$ cat src/rtl/xdma_write_resp_tracker_pkg.sv
// Shared xdma definitions: tracker FSM encoding and AXI write-response codes.
package xdma_write_resp_tracker_pkg;

  // Tracker FSM encoding, kept as plain constants so older tools can share it.
  typedef logic [1:0] state_t;
  localparam state_t ST_IDLE   = 2'd0;
  localparam state_t ST_ACTIVE = 2'd1;
  localparam state_t ST_RETIRE = 2'd2;

  // AXI B-channel response codes.
  localparam logic [1:0] RESP_OKAY   = 2'b00;
  localparam logic [1:0] RESP_EXOKAY = 2'b01;
  localparam logic [1:0] RESP_SLVERR = 2'b10;
  localparam logic [1:0] RESP_DECERR = 2'b11;

  // A response marks the request as failed for SLVERR or DECERR.
  function automatic logic resp_is_err(input logic [1:0] resp);
    return (resp == RESP_SLVERR) || (resp == RESP_DECERR);
  endfunction

endpackage

$ cat src/rtl/xdma_write_resp_tracker_fifo.sv
// Small synchronous FIFO holding the pending per-request burst counts.
// A push and a pop in the same cycle both take effect, even when full.
module fifo_v3 #(
  parameter bit          FALL_THROUGH = 1'b0,
  parameter int unsigned DATA_WIDTH   = 32,
  parameter int unsigned DEPTH        = 8,
  parameter type         dtype        = logic [DATA_WIDTH-1:0],
  parameter int unsigned ADDR_DEPTH   = (DEPTH > 1) ? $clog2(DEPTH) : 1
) (
  input  logic              clk_i,
  input  logic              rst_ni,
  output logic              full_o,
  output logic              empty_o,
  output logic [ADDR_DEPTH:0] usage_o,
  input  dtype              data_i,
  input  logic              push_i,
  output dtype              data_o,
  input  logic              pop_i
);

  logic [ADDR_DEPTH-1:0] rd_ptr_q, rd_ptr_d;
  logic [ADDR_DEPTH-1:0] wr_ptr_q, wr_ptr_d;
  logic [ADDR_DEPTH:0]   cnt_q, cnt_d;
  logic                  write_en;
  logic                  bypass;
  dtype                  mem_q [DEPTH];

  // Pointers wrap explicitly so non-power-of-two depths work.
  function automatic logic [ADDR_DEPTH-1:0] next_ptr(input logic [ADDR_DEPTH-1:0] p);
    return (p == ADDR_DEPTH'(DEPTH - 1)) ? '0 : p + 1'b1;
  endfunction

  assign full_o  = (cnt_q == (ADDR_DEPTH + 1)'(DEPTH));
  assign empty_o = (cnt_q == '0) && !(FALL_THROUGH && push_i);
  assign usage_o = cnt_q;
  assign bypass  = FALL_THROUGH && (cnt_q == '0) && push_i && pop_i;
  assign data_o  = (FALL_THROUGH && (cnt_q == '0)) ? data_i : mem_q[rd_ptr_q];

  // Next-state for pointers and fill level; a full FIFO accepts a push only alongside a pop.
  always_comb begin
    write_en = 1'b0;
    rd_ptr_d = rd_ptr_q;
    wr_ptr_d = wr_ptr_q;
    cnt_d    = cnt_q;
    if (!bypass) begin
      if (push_i && (!full_o || pop_i)) begin
        write_en = 1'b1;
        wr_ptr_d = next_ptr(wr_ptr_q);
        cnt_d    = cnt_d + 1'b1;
      end
      if (pop_i && (cnt_q != '0)) begin
        rd_ptr_d = next_ptr(rd_ptr_q);
        cnt_d    = cnt_d - 1'b1;
      end
    end
  end

  // Pointer and fill-level registers.
  always_ff @(posedge clk_i or negedge rst_ni) begin
    if (!rst_ni) begin
      rd_ptr_q <= '0;
      wr_ptr_q <= '0;
      cnt_q    <= '0;
    end else begin
      rd_ptr_q <= rd_ptr_d;
      wr_ptr_q <= wr_ptr_d;
      cnt_q    <= cnt_d;
    end
  end

  // Storage array; contents are don't-care until written.
  always_ff @(posedge clk_i) begin
    if (write_en) mem_q[wr_ptr_q] <= data_i;
  end

endmodule

$ cat src/rtl/xdma_write_resp_tracker.sv
// Tracks AW bursts against B responses for a write master and retires each
// queued request once all of its bursts have been answered.
//
// state  | meaning
// IDLE   | no request at the FIFO head
// ACTIVE | counting B responses for the head request
// RETIRE | head complete: pulse done, pop the head
module xdma_write_resp_tracker
  import xdma_write_resp_tracker_pkg::*;
#(
  parameter int unsigned ReqFifoDepth   = 4,
  parameter int unsigned MaxOutstanding = 16,
  parameter int unsigned CntWidth       = 16
) (
  input  logic                                  clk_i,
  input  logic                                  rst_i,
  input  logic [CntWidth-1:0]                   req_bursts_i,
  input  logic                                  req_valid_i,
  output logic                                  req_ready_o,
  input  logic                                  aw_valid_i,
  input  logic                                  aw_ready_i,
  output logic                                  aw_allow_o,
  input  logic                                  b_valid_i,
  input  logic [1:0]                            b_resp_i,
  output logic                                  b_ready_o,
  output logic                                  done_o,
  output logic                                  done_err_o,
  output logic [$clog2(MaxOutstanding+1)-1:0]   outstanding_o,
  output logic                                  busy_o
);

  localparam int unsigned OutW   = $clog2(MaxOutstanding + 1);
  localparam int unsigned UsageW = ((ReqFifoDepth > 1) ? $clog2(ReqFifoDepth) : 1) + 1;

  state_t              state_q, state_d;
  logic [OutW-1:0]     outstanding_q;
  logic [CntWidth-1:0] b_cnt_q, b_cnt_d;
  logic                err_q, err_d;

  logic                fifo_full, fifo_empty;
  logic [UsageW-1:0]   fifo_usage;
  logic [CntWidth-1:0] head_cnt;
  logic                push, pop;
  logic                aw_hs, b_hs;
  logic                more_after_pop;
  logic                rst_n;

  assign rst_n = ~rst_i;

  fifo_v3 #(
    .FALL_THROUGH (1'b0),
    .DEPTH        (ReqFifoDepth),
    .dtype        (logic [CntWidth-1:0])
  ) i_req_fifo (
    .clk_i   (clk_i),
    .rst_ni  (rst_n),
    .full_o  (fifo_full),
    .empty_o (fifo_empty),
    .usage_o (fifo_usage),
    .data_i  (req_bursts_i),
    .push_i  (push),
    .data_o  (head_cnt),
    .pop_i   (pop)
  );

  assign req_ready_o = ~fifo_full;
  assign push        = req_valid_i & req_ready_o;
  assign pop         = (state_q == ST_RETIRE);

  assign aw_allow_o  = (outstanding_q < OutW'(MaxOutstanding));
  assign b_ready_o   = (state_q == ST_ACTIVE) && (outstanding_q != '0);
  assign aw_hs       = aw_valid_i & aw_ready_i;
  assign b_hs        = b_valid_i & b_ready_o;

  assign done_o        = (state_q == ST_RETIRE);
  assign done_err_o    = (state_q == ST_RETIRE) & err_q;
  assign outstanding_o = outstanding_q;
  assign busy_o        = ~fifo_empty || (outstanding_q != '0);

  // The head is still counted in usage during RETIRE, so more than one entry
  // (or a push landing in the same cycle) means another request follows.
  assign more_after_pop = (fifo_usage != UsageW'(1)) || push;

  // Outstanding burst counter: +1 per AW, -1 per B, unchanged when both.
  always_ff @(posedge clk_i or posedge rst_i) begin
    if (rst_i) begin
      outstanding_q <= '0;
    end else begin
      unique case ({aw_hs, b_hs})
        2'b10:   outstanding_q <= outstanding_q + 1'b1;
        2'b01:   outstanding_q <= outstanding_q - 1'b1;
        default: outstanding_q <= outstanding_q;
      endcase
    end
  end

  // FSM next-state, B counting and error accumulation for the head request.
  always_comb begin
    state_d = state_q;
    b_cnt_d = b_cnt_q;
    err_d   = err_q;
    unique case (state_q)
      ST_IDLE: begin
        if (!fifo_empty) begin
          state_d = ST_ACTIVE;
          b_cnt_d = '0;
          err_d   = 1'b0;
        end
      end
      ST_ACTIVE: begin
        if (head_cnt == '0) begin
          state_d = ST_RETIRE;
        end else if (b_hs) begin
          b_cnt_d = b_cnt_q + 1'b1;
          err_d   = err_q | resp_is_err(b_resp_i);
          if ((b_cnt_q + 1'b1) == head_cnt) state_d = ST_RETIRE;
        end
      end
      ST_RETIRE: begin
        state_d = more_after_pop ? ST_ACTIVE : ST_IDLE;
        b_cnt_d = '0;
        err_d   = 1'b0;
      end
      default: begin
        state_d = ST_IDLE;
        b_cnt_d = '0;
        err_d   = 1'b0;
      end
    endcase
  end

  // FSM and per-request tracking registers.
  always_ff @(posedge clk_i or posedge rst_i) begin
    if (rst_i) begin
      state_q <= ST_IDLE;
      b_cnt_q <= '0;
      err_q   <= 1'b0;
    end else begin
      state_q <= state_d;
      b_cnt_q <= b_cnt_d;
      err_q   <= err_d;
    end
  end

  // Upstream must gate aw_valid with aw_allow_o; an AW beyond the limit is a protocol error.
  aw_within_limit: assert property (@(posedge clk_i) disable iff (rst_i) aw_hs |-> aw_allow_o);

endmodule
$ cat config.mk
export PLATFORM = sky130hd
export DESIGN_NAME = xdma_write_resp_tracker
export DESIGN_NICKNAME = d
export VERILOG_FILES = /design/src/rtl/xdma_write_resp_tracker_pkg.sv /design/src/rtl/xdma_write_resp_tracker_fifo.sv /design/src/rtl/xdma_write_resp_tracker.sv
export SDC_FILE = /design/constraint.sdc
export NUM_CORES = 1
export LEC_CHECK = 0
export BUFFER_PORTS_ARGS = -buffer_cell sky130_fd_sc_hd__buf_2
export CAP_MARGIN = 30
export CORE_ASPECT_RATIO = 0.7
export CORE_MARGIN = 2
export CORE_UTILIZATION = 37
export CTS_BUF_LIST = sky130_fd_sc_hd__clkbuf_8
export CTS_CLUSTER_SIZE = 24
export DETAILED_ROUTE_END_ITERATION = 8
export PLACE_DENSITY = 0.59
export SLEW_MARGIN = 20
export SYNTH_ARGS = -nofsm -noshare
export SYNTH_HDL_FRONTEND = slang
export SYNTH_SLANG_ARGS = --single-unit
$ cat constraint.sdc
create_clock -name clk_i -period 6.7 [get_ports clk_i]
set_input_delay 0 -clock clk_i [delete_from_list [all_inputs] [get_ports clk_i]]
set_output_delay 0 -clock clk_i [all_outputs]
set_load 0.02 [all_outputs]
After elaboration in Yosys (flattened, before gate mapping):

Memories as Yosys holds them, arrays and structs flattened.
Cells that the tools add are included.

* add/subtract/negate cells: 7
* $lt $le $gt $ge: 1
* eq/ne operators: 16
* multiplexer cells: 22
* bitwise logic cells: 7
* reductions and logical operators: 16

Operators by type and width (count)
* $mux 16: 3
* $pmux 16 s2: 1
* $add 16x1->16 const B: 1
* $eq 16x16->1: 1
* $logic_not 16->1: 1
* $eq 2x2->1 const B: 6
* $mux 2: 6
* $pmux 5 s2: 1
* $mux 1: 7
* $mux 3: 2
* $ne 2x2->1 const B: 3
* $ne 3x1->1 const B: 2
* $pmux 2 s3: 1
* $reduce_and 3->1: 2
* $add 5x1->5 const B: 1
* $lt 5x5->1 const B: 1
* $reduce_bool 5->1: 1
* $sub 5x1->5 const B: 1
* $add 2x1->2 const B: 2
* $and 1x1->1: 4
* $eq 2x1->1 const B: 2
* $logic_or 1x1->1: 4
* $add 3x1->3 const B: 1
* $eq 3x3->1 const B: 1
* other kinds (11): 14

* register bits after elaboration: 31
* RAM bits: 64
* input bits: 24
* word-level logic and storage cells: 77
* memories kept: 1

Memories
* i_req_fifo.mem_q: depth 4, bits a word 16, read ports 1, clocked after Yosys merged registers in 0, write ports 1, line xdma_write_resp_tracker_fifo.sv:26 `dtype mem_q [DEPTH];`

Depth between registers and ports, before layout:

* depth in word-level cells: 7
* depth in mapped cells: 13
* mapped depth without buffers: 12

Modules after synthesis:

A second synthesis with hierarchy kept.

* cells, all modules: 356
* area total of the unflattened synthesis: 4724.5 um^2

Modules (own cells, without submodules)
* fifo_v3: instances 1, cells each 139, area an instance 2861.5 um^2, sequential area each 2097.0 um^2
* xdma_write_resp_tracker: instances 1, cells each 217, area an instance 1863.0 um^2, sequential area each 600.6 um^2

Worst setup path after synthesis:

Ideal clock, no wire load.

* path kind: reg-to-reg
* from: reg i_req_fifo.rd_ptr_q[0]
* to: reg b_cnt_q[12]
* arrival time: 2.691 ns
* path slack: 3.885 ns
* cell stages (with the launch flop): 9
* cells stage by stage: dfrtp_1 -> buf_6 -> mux4_2 -> or4_1 -> or4b_4 -> o21a_4 -> nand4_1 -> nor3b_1 -> o31a_1

* cells in the longest elaborated chain, start to end: 4

Ends and longest elaborated chain
* start, declared: line xdma_write_resp_tracker_fifo.sv:21 `logic [ADDR_DEPTH-1:0] rd_ptr_q, rd_ptr_d;`
* start signal, assigned: line xdma_write_resp_tracker_fifo.sv:65 `rd_ptr_q <= rd_ptr_d;`
* $mem_v2 4x16
* $logic_not 16->1: line xdma_write_resp_tracker.sv:111 `if (head_cnt == '0) begin`
* $ne 2x2->1 (no source line)
* $reduce_and 3->1 (no source line)
* end signal, assigned: line xdma_write_resp_tracker.sv:140 `b_cnt_q <= b_cnt_d;`
* end, declared: line xdma_write_resp_tracker.sv:37 `logic [CntWidth-1:0] b_cnt_q, b_cnt_d;`

Every way passes these cells.
A chain may end at the register's enable or synchronous reset.

Worst setup path in the final report:

* from: reg i_req_fifo.rd_ptr_q[1]
* to: reg b_cnt_q[14]

The elaborated chain is that of the path after synthesis.

==> flow_summary.toml <==
[status]
run_status = "finished clean"

[clock_network]
numCtsBuffers = 9
clockBufferDepth = 2
cts.htree.levels = 3
cts_root_buf = "clkbuf_8"
clock_latency_ns = 0.38
clk_pin_slew_worst_paths_ns = 0.10
cts_tree = "yes"
clkSinkCount = 95
cts_setup_buffers = 0
post_cts_resized = 0

[sta]
holdWs_ns = 0.1327
rsz0062_at_grt = "false"
skew_ns = 0.01108
hold_viol = 0
setup_viol = 0
fin_setup_tns_ns = 0
min_period_ns = 3.415
worstMarginPinSlew_ns = 0.8627
fmax_mhz = 292.9
drv_slew = 0
period_share = 0.5097
slew_headroom = 0.4196

[layout]
area_growth_pct = 14.70
fin_nets = 446
n_fill_cell = 1141
final-seq-area_um2 = 2698
post-route-cell-area_um2 = 5341
num_antenna_cells = 0
drive_above_1_share = 0.1942
multi_input_area_um2 = 1829

[worst_setup_path]
path_class = "reg2reg"
r2r-start = "i_req_fifo.rd_ptr_q[1]"
cp_num_buf_inv = 0
cp-startpoint = "i_req_fifo.rd_ptr_q[1]"
critPathTopFamily = "simple AND/OR/NAND/NOR gates"
crit_fanout = 19
critPathCaptureType = "flip-flop"
crit_slowest_cell = "dfrtp_1"
cp.required_ns = 6.98
worstPathCellList = "mux4_2 -> or4_1 -> or4b_4 -> o21a_4 -> nor2_4 -> o21ai_1 -> o41ai_1"
start_kind = "flip-flop"
cp_slowest_stage_delay_ns = 0.91
worstPathArrival_ns = 3.69

[job]
maxCapViolCount = 0

[logic_synthesis]
synth_area_um2 = 4657
seq_area_frac_synth = 0.5793
synth_nets = 394
synth_cells = 355
syn_area_per_cell_um2 = 13.12
ys.flop_type = "edfxtp_1"
yosysUniqueCellTypes = 49
ys_ff_latch = 95
synth-async-reset-ratio = 0.3263
synth_edf_count = 64
synth_warnings = 0

[global_routing]
grt_usage = 0.1489
grt_pass1_wl_mm = 15.64
grt_max_degree = 32
grt_pass1_vias = 2966
grt_antenna_before_repair = 0
gr-total-overflow = 0

[routing]
antenna_left = 0
firstDrtPassIters = 4
drt-wirelength-per-cell_um = 16.39
via_per_inst = 5.131
drt-total-wl_mm = 9.406
vias = 2945
drc = 0
dr.first_iter.drc_count = 164

[placed_design]
routabilityCongestion = 0.8328
io_buffers = 33
dp_hpwl_mm = 6.460
place_area_um2 = 4967

[power_and_ir_drop]
power_leakage_nw = 1.974
peakVddDrop_mv = 0.1404
p_per_area_nw_per_um2 = 315.1

[floorplanning]
start_util = 0.3775
die_area_um2 = 13510
pin_count = 35
core_area_um2 = 12340
dieWidth_um = 138.1
rows = 34
die_height_um = 97.87

[min_path]
hp-class = "in2reg"
worstHoldStart = "req_valid_i"
[where the power goes]
group          switching (mW)  leakage [nW]  total (mW)  internal (mW)
Clock                   0.223        0.0982       0.366          0.143
Combinational           0.279         0.895       0.485          0.207
Sequential             0.0738         0.981       0.832          0.758
Total                   0.575          1.97        1.68           1.11
[worst min-delay path: stages]
cell	delay, ns
buf_2	0.13
nand3b_1	0.11
a21oi_1	0.06
nor2_1	0.08
a31o_2	0.11
[what timing repair did]
| item | 4_1_cts | 5_1_grt |
|---|---|---|
| hold buffers | 18 | 0 |
| setup endpoints to repair | 0 | 0 |
| hold endpoints to repair | 96 | 0 |
[kinds of logic (layout without fill, tap and decap cells)]
| group | count (synthesis) | in the layout | synth area share |
|---|---|---|---|
| compound gates | 61 | 61 | 0.08275 |
| xor+xnor | 31 | 31 | 0.06717 |
| fa+ha+maj | 15 | 15 | 0.04191 |
| buf+inv | 27 | 84 | 0.02794 |
| flops | 95 | 95 | 0.5793 |
| mux | 23 | 23 | 0.09081 |
| simple gates | 103 | 103 | 0.1102 |
[cells in the mapped netlist, drive strengths merged, types with 2 or more instances]
library cell | instances | area share
a21o | 3 | 0.0048
a21oi | 9 | 0.0097
a31o | 2 | 0.0038
a31oi | 2 | 0.0027
a41oi | 2 | 0.0038
and2 | 3 | 0.0040
and3 | 10 | 0.013
buf | 5 | 0.0091
clkbuf | 8 | 0.0064
dfrtp | 31 | 0.17
edfxtp | 64 | 0.41
ha | 14 | 0.038
inv | 13 | 0.010
mux2 | 4 | 0.0097
mux2i | 4 | 0.0086
mux4 | 15 | 0.073
nand2 | 27 | 0.022
nand2b | 4 | 0.0054
nand3 | 9 | 0.0097
nand4 | 5 | 0.0067
nor2 | 27 | 0.023
nor2b | 2 | 0.0027
nor3 | 4 | 0.0043
nor4 | 5 | 0.0067
o21ai | 27 | 0.029
o22ai | 2 | 0.0027
o31ai | 6 | 0.0097
or2 | 2 | 0.0027
or4 | 2 | 0.0032
xnor2 | 22 | 0.041
xnor3 | 3 | 0.015
xor2 | 6 | 0.011
[cells in the final DEF (no fill, tap or decap), types with 2 or more instances in the layout]
cell           netlist  layout
o31ai_1              6       6
nor4_1               5       5
or2_2                2       2
nand2b_1             4       4
edfxtp_1            64      64
mux2_2               4       4
mux4_2              15      15
buf_2                1      33
o21ai_1             11      11
o22ai_1              2       2
xnor3_1              3       3
dfrtp_1             31      31
clkbuf_8             0       9
nor3_1               4       4
nand3_1              9       9
ha_1                14      14
nand2_1             27      27
mux2i_1              4       4
and3_1              10      10
a21o_1               3       3
inv_1               13      13
and2_1               3       3
nor2b_1              2       2
xor2_1               6       6
xnor2_1             22      22
clkinv_2             0       2
a31oi_1              2       2
nor2_1              26      26
or4_1                2       2
inv_6                0       3
inv_8                0       2
nand4_1              5       5
a31o_2               2       2
dlygate4sd3_1        0      18
o21ai_0             16      16
a41oi_1              2       2
buf_4                0       2
a21oi_1              9       9
[worst paths after layout]
kind | endpoint | slack, ns | cells past startpoint
min | state_q[0] | 0.13 | 5
min reg2reg | err_q | 0.51 | 2
max reg2reg | b_cnt_q[14] | 3.29 | 7
min in group asynchronous | b_cnt_q[0] | 0.24 | 4
max in group asynchronous | i_req_fifo.wr_ptr_q[1] | 6.14 | 4
max | b_cnt_q[14] | 3.29 | 7
[stage by stage]
| step | power, mW | setup slack [ns] | cells | utilization |
|---|---|---|---|---|
| final | 1.683 | 3.285 | 574 | 0.4330 |
| after global routing | 1.797 | 3.081 | 574 | 0.4330 |
| after CTS | 1.700 | 3.242 | 573 | 0.4320 |
| after detailed placement | 1.328 | 3.262 | 539 | 0.4026 |
| after global placement | 1.309 | 3.254 | 539 | 0.4026 |
| after floorplan | 1.190 | 3.885 | 355 | - |
[layout make-up]
class,count,share of cell area
inverters,14,0.01078
flip-flops and latches,95,0.5050
multi-input cells,233,0.3425
clock buffers,9,0.02319
repair buffers,54,0.06957
well taps,162,0.03795
clock inverters,7,0.01101
[registers in the layout, indices dropped and copies added (netlist names)]
register	count
i_req_fifo.mem_q	64
b_cnt_q	16
outstanding_o	5
i_req_fifo.usage_o	3
i_req_fifo.rd_ptr_q	2
i_req_fifo.wr_ptr_q	2
state_q	2
err_q	1
[per-layer routing]
layer | GRT usage | wire length (um)
met1 | 0.2103 | 4586
met2 | 0.2300 | 4236
met3 | 0.03776 | 481
met4 | 0.04239 | 102
met5 | 0 | 0
Note: power is estimated with default switching activity, not from simulation.
